File: src/rtl/seg_pkg.sv
// Shared constants for the 4-digit scan path and the downstream segment7 decoder.
package seg_pkg;
  localparam int NDIG  = 4;
  localparam int DIG_W = 4;
  localparam int IDX_W = $clog2(NDIG);

  typedef logic [NDIG-1:0][DIG_W-1:0] digits_t;

  // Active-low digit enables, indexed by digit number.
  localparam logic [NDIG-1:0][NDIG-1:0] AN_SEL = {4'b0111, 4'b1011, 4'b1101, 4'b1110};
  localparam logic [NDIG-1:0]           AN_OFF = 4'b1111;

  // Bit k set when digit k and every higher digit are zero; digit0 is never blanked.
  function automatic logic [NDIG-1:0] lz_mask(input digits_t d);
    logic [NDIG-1:0] m;
    logic            z;
    m = '0;
    z = 1'b1;
    for (int k = NDIG - 1; k > 0; k--) begin
      z    = z & (d[k] == '0);
      m[k] = z;
    end
    return m;
  endfunction
endpackage

File: src/rtl/tick_gen.sv
// Prescaler: counts 0..DIV-1 and flags the last count of each slot.
module tick_gen #(
  parameter int DIV = 50000
) (
  input  logic clk,
  input  logic rst,
  output logic tick
);
  localparam int CW = (DIV > 1) ? $clog2(DIV) : 1;

  logic [CW-1:0] cnt;

  assign tick = (cnt == CW'(DIV - 1));

  always_ff @(posedge clk) begin
    if (rst || tick) cnt <= '0;
    else             cnt <= cnt + 1'b1;
  end
endmodule

File: src/rtl/seg_scan_mux.sv
// Multiplexed 4-digit display scanner; new values swap in only at frame boundaries.
module seg_scan_mux
  import seg_pkg::*;
#(
  parameter int DIV      = 50000,
  parameter bit LZ_BLANK = 1'b1
) (
  input  logic                  clk,
  input  logic                  rst,
  input  logic [NDIG*DIG_W-1:0] value,
  input  logic                  load,
  output logic                  busy,
  output logic [DIG_W-1:0]      bcd,
  output logic [NDIG-1:0]       an,
  output logic                  frame
);
  logic             tick;
  logic [IDX_W-1:0] idx, idx_nx;
  digits_t          disp, pending, disp_nx;
  logic [NDIG-1:0]  blank;

  tick_gen #(.DIV(DIV)) u_tick (
    .clk  (clk),
    .rst  (rst),
    .tick (tick)
  );

  assign frame   = tick && (idx == IDX_W'(NDIG - 1));
  assign idx_nx  = idx + 1'b1;
  // Digit0 of a freshly swapped value must be driven on the swap edge itself.
  assign disp_nx = (frame && busy) ? pending : disp;
  assign blank   = LZ_BLANK ? lz_mask(disp_nx) : '0;

  always_ff @(posedge clk) begin
    if (rst) begin
      idx     <= '0;
      disp    <= '0;
      pending <= '0;
      busy    <= 1'b0;
      bcd     <= '0;
      an      <= AN_SEL[0];
    end else begin
      if (frame && busy) begin
        disp <= pending;
        busy <= 1'b0;
      end else if (load && !busy) begin
        pending <= value;
        busy    <= 1'b1;
      end
      if (tick) begin
        idx <= idx_nx;
        bcd <= disp_nx[idx_nx];
        an  <= blank[idx_nx] ? AN_OFF : AN_SEL[idx_nx];
      end
    end
  end
endmodule

File: config.mk
export PLATFORM = sky130hd
export DESIGN_NAME = seg_scan_mux
export DESIGN_NICKNAME = d
export VERILOG_FILES = /design/src/rtl/seg_pkg.sv /design/src/rtl/tick_gen.sv /design/src/rtl/seg_scan_mux.sv
export SDC_FILE = /design/constraint.sdc
export NUM_CORES = 1
export LEC_CHECK = 0
export CELL_PAD_IN_SITES_DETAIL_PLACEMENT = 1
export CELL_PAD_IN_SITES_GLOBAL_PLACEMENT = 1
export CORE_AREA = 2 2 96 98
export CTS_BUF_LIST = sky130_fd_sc_hd__clkbuf_4
export DETAILED_ROUTE_END_ITERATION = 10
export DIE_AREA = 0 0 98 100
export GPL_ROUTABILITY_DRIVEN = 0
export GPL_TIMING_DRIVEN = 0
export PLACE_DENSITY = 0.71
export SYNTH_ARGS = -nofsm -noshare
export SYNTH_HDL_FRONTEND = slang
export SYNTH_SLANG_ARGS = --single-unit
File: constraint.sdc
create_clock -name clk -period 2.03 [get_ports clk]
set_input_delay 0.3045 -clock clk [delete_from_list [all_inputs] [get_ports clk]]
set_output_delay 0.3045 -clock clk [all_outputs]
set_load 0.1 [all_outputs]
==> results of run 1 <==
-- kinds of logic (layout without fill, tap and decap cells) --
kind of cell / after synthesis / after routing
simple gates: 126 / 126
flops: 59 / 59
compound gates: 32 / 32
mux: 24 / 24
buf+inv: 20 / 76
xor+xnor: 14 / 14
fa+ha+maj: 5 / 5
-- critical path, stage by stage, from the launching register on --
cell	delay [ns]
dfxtp_2	0.33
or4_4	0.58
nor4_4	0.34
and2_4	0.22
buf_12	0.17
-- flip-flops by register name (all words and copies together), names as in the netlist --
register    count
idx             2
an              4
pending        16
disp           16
busy            1
bcd             4
u_tick.cnt     16
-- metal layers --
metal	track usage [%]	vias to the layer above	part of all wire [%]
met5	0	-	0
met4	4.81	0	1.2
met3	3.20	8	2.8
met2	26.3	30	53
met1	16.2	1050	43
li1	-	1070	-
-- repair_timing --
action,4_1_cts,5_1_grt
setup endpoints to repair,50,40
gates resized for setup,39,0
cloned,2,0
pin swaps,6,1
setup buffers,11,0
-- report_power, final --
group,total (uW),switching [uW],internal [uW],leakage (uW)
logic,142,74.9,66.8,0.000680
registers,1210,23.6,1180,0.000481
clock network,916,431,485,0.0000845
-- path summary, 6_finish.rpt --
kind	to	slack (ns)	startpoint
worst max register to register	bcd[1]	-0.30	u_tick.cnt[13]
worst min register to register	u_tick.cnt[0]	0.45	u_tick.cnt[0]
worst max-delay path	frame	-0.32	u_tick.cnt[13]
worst min-delay path	bcd[3]	0.30	rst
-- cells in the final DEF, fill, tap and decap left out, drive strengths merged --
cell type      count
a21oi             20
a31oi              3
and2               2
and3               6
buf               21
bufinv             2
clkbuf            18
clkdlybuf4s50     17
clkinv             5
dfxtp             59
dlygate4sd2        9
ha                 5
inv                4
mux2i             16
mux4               8
nand2             39
nand2b             2
nand3              8
nand4              1
nand4b             1
nor2              47
nor2b              1
nor3               7
nor4               3
o21ai              2
o221ai             1
o22ai              4
o31a               1
o41ai              1
or2b               1
or3                1
or4                6
or4bb              1
xnor2              7
xor2               7
-- metrics by stage --
stage / util (%) / total power, uW / setup slack [ns]
2_1_floorplan: - / 1300 / -0.170
3_3_place_gp: 34.1 / 1360 / -1.18
3_5_place_dp: 34.1 / 1370 / -1.18
4_1_cts: 38.0 / 2290 / -0.374
5_1_grt: 38.0 / 2360 / -0.407
6_report: 38.0 / 2260 / -0.318
-- cell type report --
| cell class | count | area, um^2 | share of cell area (%) |
|---|---|---|---|
| Multi-Input combinational cell | 201 | 1360 | 40.2 |
| Sequential cell | 59 | 1190 | 35.1 |
| Timing Repair Buffer | 40 | 405 | 12.0 |
| Tap cell | 111 | 139 | 4.11 |
| Buffer | 16 | 124 | 3.66 |
| Clock inverter | 7 | 82.6 | 2.44 |
| Clock buffer | 9 | 67.6 | 2.00 |
| Inverter | 4 | 15.0 | 0.444 |
==> results.sh, run 1 <==
export IMPL_outcome="finished, violations left"
export IMPL_violations="setup timing"
export IMPL_hold_violations=0
export IMPL_fin_nets=355
export IMPL_path_clk_slew_ns=0.10
export IMPL_cp_data_arrival_time_ns=2.04
export IMPL_seq_area_frac_synth_pct=45.7
export IMPL_clock_sinks=59
export IMPL_clock_skew_ns=0.0151
export IMPL_worstSkewPairLatency_ns=0.40
export IMPL_htree_levels=3
export IMPL_yosysUniqueCellTypes=37
export IMPL_n_antenna_cell=0
export IMPL_via_per_inst=4.83
export IMPL_clock_path_buffers=2
export IMPL_ys_ff_latch=59
export IMPL_grt_start_max_net_pins=11
export IMPL_ctsHoldBuffers=0
export IMPL_tritoncts="yes"
export IMPL_grt_usage_pct=14.2
export IMPL_ir_drop_uv=297
export IMPL_drc=0
export IMPL_layout_drive_gt1_share_pct=18.5
export IMPL_synth_ff_type="dfxtp_1"
export IMPL_grt_ovfl_total=0
export IMPL_wl_per_cell_um=14.5
export IMPL_yosysTopAreaCell="dfxtp_1"
export IMPL_final_cells=447
export IMPL_postRouteAntennaNets=0
export IMPL_holdCritPathClass="input port to register"
export IMPL_setup_tns_ns=-7.50
export IMPL_core_area_mm2=0.00889
export IMPL_num_fill_cells=1026
export IMPL_cp_max_fo=3
export IMPL_finalSetupViolations=40
export IMPL_synthTopCellsByCount="dfxtp_1 (59), nor2_1 (47), nand2_1 (39), a21oi_1 (20), mux2i_1 (16)"
export IMPL_dieArea_mm2=0.00980
export IMPL_synth_edff_count=0
export IMPL_synth_fa_ha_area_share_pct=2.42
export IMPL_grt_pass1_wl_mm=11.2
export IMPL_die_h_um=100
export IMPL_rsz0062_at_grt="true"
export IMPL_routed_wl_mm=6.47
export IMPL_vias=2158
export IMPL_cp_start_kind="register"
export IMPL_std_cell_rows=35
export IMPL_syn_area_per_cell_um2=9.23
export IMPL_ioPinCount=29
export IMPL_max_freq_ghz=0.426
export IMPL_worst_pin_slew_ns=0.980
export IMPL_yosysWarningCount=0
export IMPL_syn_inst=280
export IMPL_die_w_um=98
export IMPL_period_needed_ns=2.35
export IMPL_root_buffer="clkbuf_4"
export IMPL_synthToLayoutAreaGrowth_pct=30.8
export IMPL_dp_hpwl_mm=4.69
export IMPL_worstRegToRegCells=8
export IMPL_fin_area_mm2=0.00338
export IMPL_first_iter_violations=80
export IMPL_synth_fp_nets=304
export IMPL_synthesis_area_mm2=0.00258
export IMPL_dr_pass1_iters=4
export IMPL_antenna_found_initial=0
export IMPL_cap_violations=0
export IMPL_synth_simple_area_share_pct=23.0
export IMPL_synth_most_common_cell="dfxtp_1"
export IMPL_placedCellCount=418
export IMPL_synth_top_area_share_pct=45.7
export IMPL_grt_pass1_vias=2295
export IMPL_place_area_mm2=0.00303
export IMPL_synth_mux_area_share_pct=13.2
export IMPL_finalCritPeriodShare_pct=116
export IMPL_synthTopCellsByArea="dfxtp_1 (46%), mux4_2 (7.0%), nor2_1 (6.8%)"
export IMPL_async_reset_ff_share_pct=0
export IMPL_cp_required_ns=1.73
export IMPL_synthXorXnorAreaFrac_pct=4.74
export IMPL_slew_headroom_pct=34.9
export IMPL_holdWs_ns=0.296
export IMPL_finalMaxSlewViolations=0
export IMPL_end_kind="primary output"
export IMPL_cts_buffers=9
export IMPL_setup_ws_ns=-0.318
export IMPL_io_buffers=27
export IMPL_hold_depth=2
export IMPL_p_leak_uw=0.00125
export IMPL_pwr_density_cell_mw_per_mm2=669
export IMPL_synth_compound_area_share_pct=7.26
export IMPL_initial_utilization_pct=29.1
export IMPL_synth_top_family_by_area="simple AND/OR/NAND/NOR gates"
export IMPL_worstSetupPathType="register to primary output"
No activity file was read; power rests on OpenSTA's default activity.
==> run 2: changes to the inputs <==
==> constraint.sdc (replaced) <==
create_clock -name clk -period 2.03 [get_ports clk]
set_input_delay 0.406 -clock clk [delete_from_list [all_inputs] [get_ports clk]]
set_output_delay 0.406 -clock clk [all_outputs]
set_load 0.1 [all_outputs]
==> results.sh, run 2 (same netlist as run 1, synthesis figures left out) <==
export IMPL_routed_wl_mm=6.47
export IMPL_wl_per_cell_um=14.5
export IMPL_setup_tns_ns=-8.71
export IMPL_n_antenna_cell=0
export IMPL_finalMaxSlewViolations=0
export IMPL_fin_nets=355
export IMPL_clock_sinks=59
export IMPL_core_area_mm2=0.00889
export IMPL_htree_levels=3
export IMPL_drc=0
export IMPL_initial_utilization_pct=29.1
export IMPL_die_h_um=100
export IMPL_worstSetupPathType="register to register"
export IMPL_dr_pass1_iters=4
export IMPL_io_buffers=27
export IMPL_die_w_um=98
export IMPL_end_kind="register"
export IMPL_max_freq_ghz=0.410
export IMPL_final_common_cell="dfxtp_1"
export IMPL_rsz0062_at_grt="true"
export IMPL_ir_drop_uv=300
export IMPL_slew_headroom_pct=36.7
export IMPL_hold_violations=0
export IMPL_path_clk_slew_ns=0.10
export IMPL_grt_pass1_wl_mm=10.9
export IMPL_clock_skew_ns=0.0116
export IMPL_dp_hpwl_mm=4.69
export IMPL_p_leak_uw=0.00126
export IMPL_setup_ws_ns=-0.408
export IMPL_std_cell_rows=35
export IMPL_antenna_found_initial=0
export IMPL_worst_pin_slew_ns=0.954
export IMPL_met2_usage_pct=25.2
export IMPL_cp_max_fo=7
export IMPL_top_usage_layer="met2"
export IMPL_cp_required_ns=2.29
export IMPL_via_per_inst=4.80
export IMPL_cp_start_kind="register"
export IMPL_outcome="finished, violations left"
export IMPL_grt_usage_pct=13.8
export IMPL_holdCritPathClass="input port to register"
export IMPL_violations="setup timing"
export IMPL_vias=2147
export IMPL_tritoncts="yes"
export IMPL_cts_buffers=9
export IMPL_ioPinCount=29
export IMPL_first_iter_violations=61
export IMPL_gr_usage_met3_pct=3.41
export IMPL_grt_pass1_vias=2239
export IMPL_grt_ovfl_total=0
export IMPL_top_regs="disp x16, pending x16, u_tick.cnt x16"
export IMPL_period_needed_ns=2.44
export IMPL_root_buffer="clkbuf_4"
export IMPL_place_area_mm2=0.00303
export IMPL_ctsHoldBuffers=0
export IMPL_holdWs_ns=0.403
export IMPL_postRouteAntennaNets=0
export IMPL_cp_data_arrival_time_ns=2.70
export IMPL_power_uw=2260
export IMPL_grt_use_met1_pct=16.0
export IMPL_grt_start_max_net_pins=11
export IMPL_cap_violations=0
export IMPL_worstSkewPairLatency_ns=0.39
export IMPL_layout_drive_gt1_share_pct=25.6
export IMPL_finalSetupViolations=40
export IMPL_final_cell_mix="dfxtp_1 (53), nand2_1 (38), nor2_1 (35)"
export IMPL_fin_area_mm2=0.00347
export IMPL_clock_path_buffers=2
export IMPL_pwr_density_cell_mw_per_mm2=652
export IMPL_finalCritPeriodShare_pct=120
export IMPL_synthToLayoutAreaGrowth_pct=34.2
export IMPL_dieArea_mm2=0.00980
export IMPL_final_util_pct=39.0
-- run 2: cell types whose count changed in the layout (fill, tap and decap cells not counted), moves of 2 or more --
cell and delta:
a21oi_1 -3, a21oi_2 +3, buf_6 -2, clkdlybuf4s15_1 +4, clkdlybuf4s15_2 +4, dlygate4sd2_1 -9
nor2_1 -12, nor2_2 +11, nor3_2 -2
-- run 2: area by class of cell --
type | instances | area, um^2
clock buffer | 9 | 67.6
timing repair buffer | 42 | 437
inverter | 4 | 15.0
multi-input combinational | 201 | 1440
sequential | 59 | 1190
clock inverter | 7 | 82.6
tap | 111 | 139
fill | 1015 | 5420
buffer | 14 | 101
-- run 2: worst max-delay path: stages (launching register included) --
cell	delay, ns
dfxtp_2	0.34
or4_4	0.57
buf_4	0.17
nor4_4	0.28
and2_4	0.27
buf_12	0.14
mux4_2	0.34
o22ai_2	0.13
nor3_1	0.06
-- run 2: worst paths after layout --
| kind | startpoint | slack (ns) | cells after the start | end |
|---|---|---|---|---|
| setup / recovery | u_tick.cnt[11] | -0.41 | 8 | bcd[1] |
| hold reg to reg | u_tick.cnt[0] | 0.46 | 1 | u_tick.cnt[0] |
| setup reg to reg | u_tick.cnt[11] | -0.41 | 8 | bcd[1] |
| hold / removal | rst | 0.40 | 2 | bcd[3] |
-- run 2: per-stage QoR --
step	setup WS, ns	instances
6_report	-0.408	447
5_1_grt	-0.490	447
4_1_cts	-0.460	439
3_5_place_dp	-1.28	418
3_3_place_gp	-1.28	418
2_1_floorplan	-0.170	280
-- run 2: metal layers --
layer | routed length (um) | vias to the layer above
met3 | 168 | 6
li1 | - | 1068
met2 | 3480 | 25
met1 | 2750 | 1048
met4 | 67 | 0
met5 | 0 | -
-- run 2: what timing repair did --
action,CTS,global route
pin swaps,4,18
setup buffers,5,9
setup endpoints to repair,50,44
cloned,1,1
resized for setup,39,39
-- run 2: power by group --
part | switching [uW] | total, uW | internal, uW
combinational | 77.6 | 147 | 68.9
clock | 427 | 912 | 486
sequential | 23.7 | 1200 | 1180
total | 528 | 2260 | 1730
==> RTL edit 1, RTL diff (settings of run 1) <==
`NDIG`: 4 -> 8.
--- a/src/rtl/seg_pkg.sv
+++ b/src/rtl/seg_pkg.sv
@@ -1,6 +1,6 @@
 // Shared constants for the 4-digit scan path and the downstream segment7 decoder.
 package seg_pkg;
-  localparam int NDIG  = 4;
+  localparam int NDIG  = 8;
   localparam int DIG_W = 4;
   localparam int IDX_W = $clog2(NDIG);
 
Ports: changed (resized an and value); port bits go from 29 to 49. The function was not compared with the original's and may differ.
==> RTL edit 1 against run 1 <==
The flow still finishes with violations (setup timing); sequential cell count up 35; area after synthesis grew 64%; synthesized cell count grew 71%; first-iteration DRC count rose to 2.6 times the old value; setup slack better by 10 ps; highest routed layer unchanged; routed wire length grew 110%; sequential share of layout area is 0.72 points lower; global-route usage rose by 15 points; power grew 49%; final area up 63%.
==> RTL edit 1: results (changes against run 1) <==
[metrics] outcome: finished, violations left (unchanged)
[metrics] violations in the final reports: setup timing (unchanged)
[metrics] TNS Setup: -2900 ps (was -7500 ps)
[metrics] number of library cell types mapped by synthesis: 44 (was 37)
[metrics] met2 wire length: 6750 µm (was 3450 µm)
[metrics] clock slew at reported path FFs: 160 ps (was 100 ps)
[metrics] registers with the most flip-flops: disp x32, pending x32, u_tick.cnt x16 (was disp x16, pending x16, u_tick.cnt x16)
[metrics] Peak VDD IR: 0.000393 V (was 0.000297 V)
[metrics] total sequential power: 1.94 mW (was 1.21 mW)
[metrics] worst hold slack across all endpoints: 363 ps (was 296 ps)
[metrics] power density normalized to cell area: 609 mW/mm² (was 669 mW/mm²)
[metrics] vias in the first global route: 4201 (was 2295)
[metrics] number of filler cells placed in the layout: 1029 (was 1026)
[metrics] worst clock skew on the final layout: 28.8 ps (was 15.1 ps)
[metrics] number of setup violations in the final report: 11 (was 40)
[metrics] wl on met1: 5490 µm (was 2770 µm)
[metrics] synth cell count leaders: sky130_fd_sc_hd__nand2_1, sky130_fd_sc_hd__dfxtp_1, sky130_fd_sc_hd__a21oi_1 (was sky130_fd_sc_hd__dfxtp_1, sky130_fd_sc_hd__nor2_1, sky130_fd_sc_hd__nand2_1)
[metrics] end of the worst register-to-register path: bcd[0]$_SDFFE_PP0P_ (was bcd[1]$_SDFFE_PP0P_)
[metrics] global-route met2 utilization: 0.495 (was 0.263)
[metrics] largest net degree at the start of global routing: 16 (was 11)
[metrics] met1 usage in global routing: 0.346 (was 0.162)
[metrics] post-route worst setup slack: -308 ps (was -318 ps)
[metrics] number of optimization iterations in the first detailed-route pass: 5 (was 4)
[metrics] clock latency at the later pin of the worst-skew pair: 460 ps (was 400 ps)
[metrics] placed cell area: 0.00496 mm² (was 0.00303 mm²)
[RTL edit 1: cell types whose count changed after synthesis, sizes merged, moves of 17 or more]
| cell | change |
|---|---|
| clkbuf | +17 |
| dfxtp | +35 |
| nor2 | -18 |
| nand2 | +66 |
| a21oi | +44 |
| o21ai | +30 |
[RTL edit 1: area by class of cell]
| class | count | area share |
|---|---|---|
| Multi-Input combinational cell | 343 | 0.431 |
| Sequential cell | 94 | 0.344 |
| Tap cell | 111 | 0.0251 |
| Clock buffer | 10 | 0.0136 |
| Inverter | 4 | 0.00362 |
| Buffer | 34 | 0.0451 |
| Clock inverter | 6 | 0.0154 |
| Timing Repair Buffer | 68 | 0.123 |
[RTL edit 1: critical path: stages, from the launching register on]
cell	delay, ps
sky130_fd_sc_hd__dfxtp_2	390
sky130_fd_sc_hd__clkbuf_16	150
sky130_fd_sc_hd__inv_4	40
sky130_fd_sc_hd__ha_4	300
sky130_fd_sc_hd__bufbuf_16	270
sky130_fd_sc_hd__mux4_2	550
sky130_fd_sc_hd__a22oi_2	200
sky130_fd_sc_hd__a21boi_1	100
sky130_fd_sc_hd__a31o_2	220
[RTL edit 1: kinds of logic after synthesis]
| family | synth area share |
|---|---|
| AND/OR/NAND/NOR | 0.192 |
| buffers and inverters | 0.0393 |
| XOR/XNOR | 0.0290 |
| adder cells (fa/ha/maj) | 0.0148 |
| flip-flops | 0.444 |
| multiplexers | 0.102 |
| AO/OA/AOI/OAI | 0.178 |
[RTL edit 1: timing repair]
item,4_1_cts,5_1_grt
cloned,2,0
pin swaps,14,5
resized for setup,70,35
setup endpoints to repair,57,57
setup buffers,16,2
endpoints found under the hold margin,0,0
==> RTL edit 2, RTL diff (settings of run 1) <==
Made on the original files. Reset style: asynchronous (`rst`), changed in one clocked block.
--- a/src/rtl/seg_scan_mux.sv
+++ b/src/rtl/seg_scan_mux.sv
@@ -31,7 +31,7 @@
   assign disp_nx = (frame && busy) ? pending : disp;
   assign blank   = LZ_BLANK ? lz_mask(disp_nx) : '0;
 
-  always_ff @(posedge clk) begin
+  always_ff @(posedge clk or posedge rst) begin
     if (rst) begin
       idx     <= '0;
       disp    <= '0;
Formal check against the unedited RTL: differs if rst is asserted again (counterexample within 4 cycles, from zero or initial values and one cycle with rst high); with rst held inactive, the same outputs for 10 cycles.
==> RTL edit 2 against run 1 <==
The run still ends with setup timing left; count of clock-buffer cells in the layout is the same; global-route usage shrank 1.7 points; cell count down 15%; setup slack improved by 270 ps; sequential cell count unchanged; power fell by 2.4%; area after synthesis grew 6.4%; routed wire length decreased by 12%; combinational power fell by 18%; final area grew 0.70%; clock skew shrank 2.5 ps; die area unchanged; clock power shrank 9.0%; critical path depth grew 1; largest cell class is now sequential cells.
==> RTL edit 2: results (changes against run 1) <==
[metrics] worst slack after detailed placement: -732 ps (was -1180 ps)
[metrics] worst path arrival time: 1780 ps (was 2040 ps)
[metrics] nets@finish: 287 (was 355)
[metrics] post-synthesis sequential area ratio: 0.509 (was 0.457)
[metrics] Main synth FF type: sky130_fd_sc_hd__dfrtp_1 (was sky130_fd_sc_hd__dfxtp_1)
[metrics] initial detailed-routing violation count: 42 (was 80)
[metrics] worst min-delay path category: in2async (was in2reg)
[metrics] PortBufs: 28 (was 27)
[metrics] detail-routed via count per cell: 4.83 (about the same)
[metrics] first-pass GRT wire length: 9670 µm (was 11200 µm)
[metrics] worst clock skew on the final layout: 12.7 ps (was 15.1 ps)
[metrics] fraction of layout instances using a drive strength above 1: 0.340 (was 0.185)
[metrics] synth cell count leaders: sky130_fd_sc_hd__dfrtp_1, sky130_fd_sc_hd__mux2_2, sky130_fd_sc_hd__nor2_1 (was sky130_fd_sc_hd__dfxtp_1, sky130_fd_sc_hd__nor2_1, sky130_fd_sc_hd__nand2_1)
[metrics] met3 capacity usage during global routing: 0.0439 (was 0.0320)
[metrics] met1 usage in global routing: 0.161 (was 0.162)
[metrics] Peak VDD IR: 0.000374 V (was 0.000297 V)
[metrics] GRT Total Usage: 0.125 (was 0.142)
[metrics] net count of the mapped netlist: 245 (was 304)
[metrics] violations in the final reports: setup timing (unchanged)
[metrics] Yosys warning total: 0 (unchanged)
[metrics] antenna diode instance count: 0 (unchanged)
[metrics] largest net degree at the start of global routing: 31 (was 11)
[metrics] global-route met2 utilization: 0.203 (was 0.263)
[metrics] number of setup violations in the final report: 1 (was 40)
[metrics] post-route worst setup slack: -50.8 ps (was -318 ps)
[metrics] half-perimeter wire length after detailed placement: 4150 µm (was 4690 µm)
[metrics] maximum net fanout on the critical path: 5 (was 3)
[metrics] number of library cell types mapped by synthesis: 39 (was 37)
[metrics] vias in the first global route: 1913 (was 2295)
[metrics] outcome: finished, violations left (unchanged)
[metrics] root buffer cell: sky130_fd_sc_hd__clkbuf_4 (unchanged)
[metrics] post-DR wirelength/cell: 15.1 µm (was 14.5 µm)
[metrics] actual slew at the worst max-slew pin: 979 ps (was 980 ps)
[metrics] leading cell types by total area after synthesis: sky130_fd_sc_hd__dfrtp_1, sky130_fd_sc_hd__mux2_2, sky130_fd_sc_hd__dfxtp_1, sky130_fd_sc_hd__mux4_1, sky130_fd_sc_hd__nor2_1 (was sky130_fd_sc_hd__dfxtp_1, sky130_fd_sc_hd__mux4_2, sky130_fd_sc_hd__nor2_1, sky130_fd_sc_hd__mux2i_1, sky130_fd_sc_hd__nand2_1)
[metrics] share of async-settable or async-resettable flops after synthesis: 0.729 (was 0)
RTL edit 2: cell count changes in the layout (fill, tap and decap cells not counted), sizes merged, moves of 5 or more:
cell / change
mux2: +33
nor3: -6
dfrtp: +40
mux2i: -16
dfxtp: -43
nand2: -25
a21oi: -12
clkbuf: -7
or4: -5
nor2: -23
buf: -10
RTL edit 2: logic make-up (layout without fill, tap and decap cells):
logic type      count (synthesis)  in the layout  synth area share
simple gates                   72             72             0.148
flops                          59             59             0.509
mux                            41             41             0.209
compound gates                 16             16            0.0373
xor+xnor                       15             15            0.0478
buf+inv                        13             60            0.0264
fa+ha+maj                       5              5            0.0227
RTL edit 2: stage by stage:
step / hold slack, ps / instance area [µm²] / std cells / util / TNS [ps]
floorplan: 413 / 2750 / 221 / - / 0
global placement: 424 / 3170 / 360 / 0.357 / -21860
detailed placement: 443 / 3190 / 361 / 0.359 / -1240
CTS: 179 / 3350 / 377 / 0.377 / -181
global route: 195 / 3400 / 379 / 0.383 / -452
finish: 187 / 3400 / 379 / 0.383 / -50.8
RTL edit 2: critical path, cell delays in order, from the launching register on:
cell and delay [ps]:
sky130_fd_sc_hd__dfxtp_2 370, sky130_fd_sc_hd__nor4b_4 340, sky130_fd_sc_hd__and4_1 260, sky130_fd_sc_hd__buf_6 100, sky130_fd_sc_hd__and2_4 150, sky130_fd_sc_hd__buf_12 170
RTL edit 2: cell type report:
cell class                      instances  area, µm²
Buffer                                  8       55.1
Clock buffer                            9       67.6
Clock inverter                          7       68.8
Fill cell                             956       5490
Inverter                                4       15.0
Multi-Input combinational cell        149       1320
Sequential cell                        59       1410
Tap cell                              111        139
Timing Repair Buffer                   32        332
RTL edit 2: where the power goes:
part / internal [mW] / switching (mW)
registers: 1.21 / 0.0449
logic: 0.0766 / 0.0404
clock network: 0.371 / 0.463
RTL edit 2: routing by layer:
metal,vias up,wire (µm)
met4,0,64
met2,28,2770
met1,909,2670
li1,885,-
met5,-,0
met3,7,206
RTL edit 2: worst paths after layout:
check	start	endpoint	slack (ps)	cells after the start
max in group asynchronous	rst	busy$_DFFE_PP0P_	1370	3
worst min register to register	u_tick.cnt[0]$_SDFF_PP0_	u_tick.cnt[0]$_SDFF_PP0_	460	1
worst max register to register	u_tick.cnt[11]$_SDFF_PP0_	an[2]$_DFFE_PP1P_	60	8
min in group clk	u_tick.cnt[0]$_SDFF_PP0_	u_tick.cnt[0]$_SDFF_PP0_	460	1
worst min-delay path	rst	disp[12]$_DFF_PP0_	190	2
worst max-delay path	u_tick.cnt[11]$_SDFF_PP0_	frame	-50	5
RTL edit 2: timing repair:
| item | in CTS | in global routing |
|---|---|---|
| gates resized for setup | 32 | 12 |
| pin swaps | 0 | 3 |
| setup buffers | 0 | 3 |
| setup endpoints to repair | 14 | 17 |
| cloned | 0 | 0 |
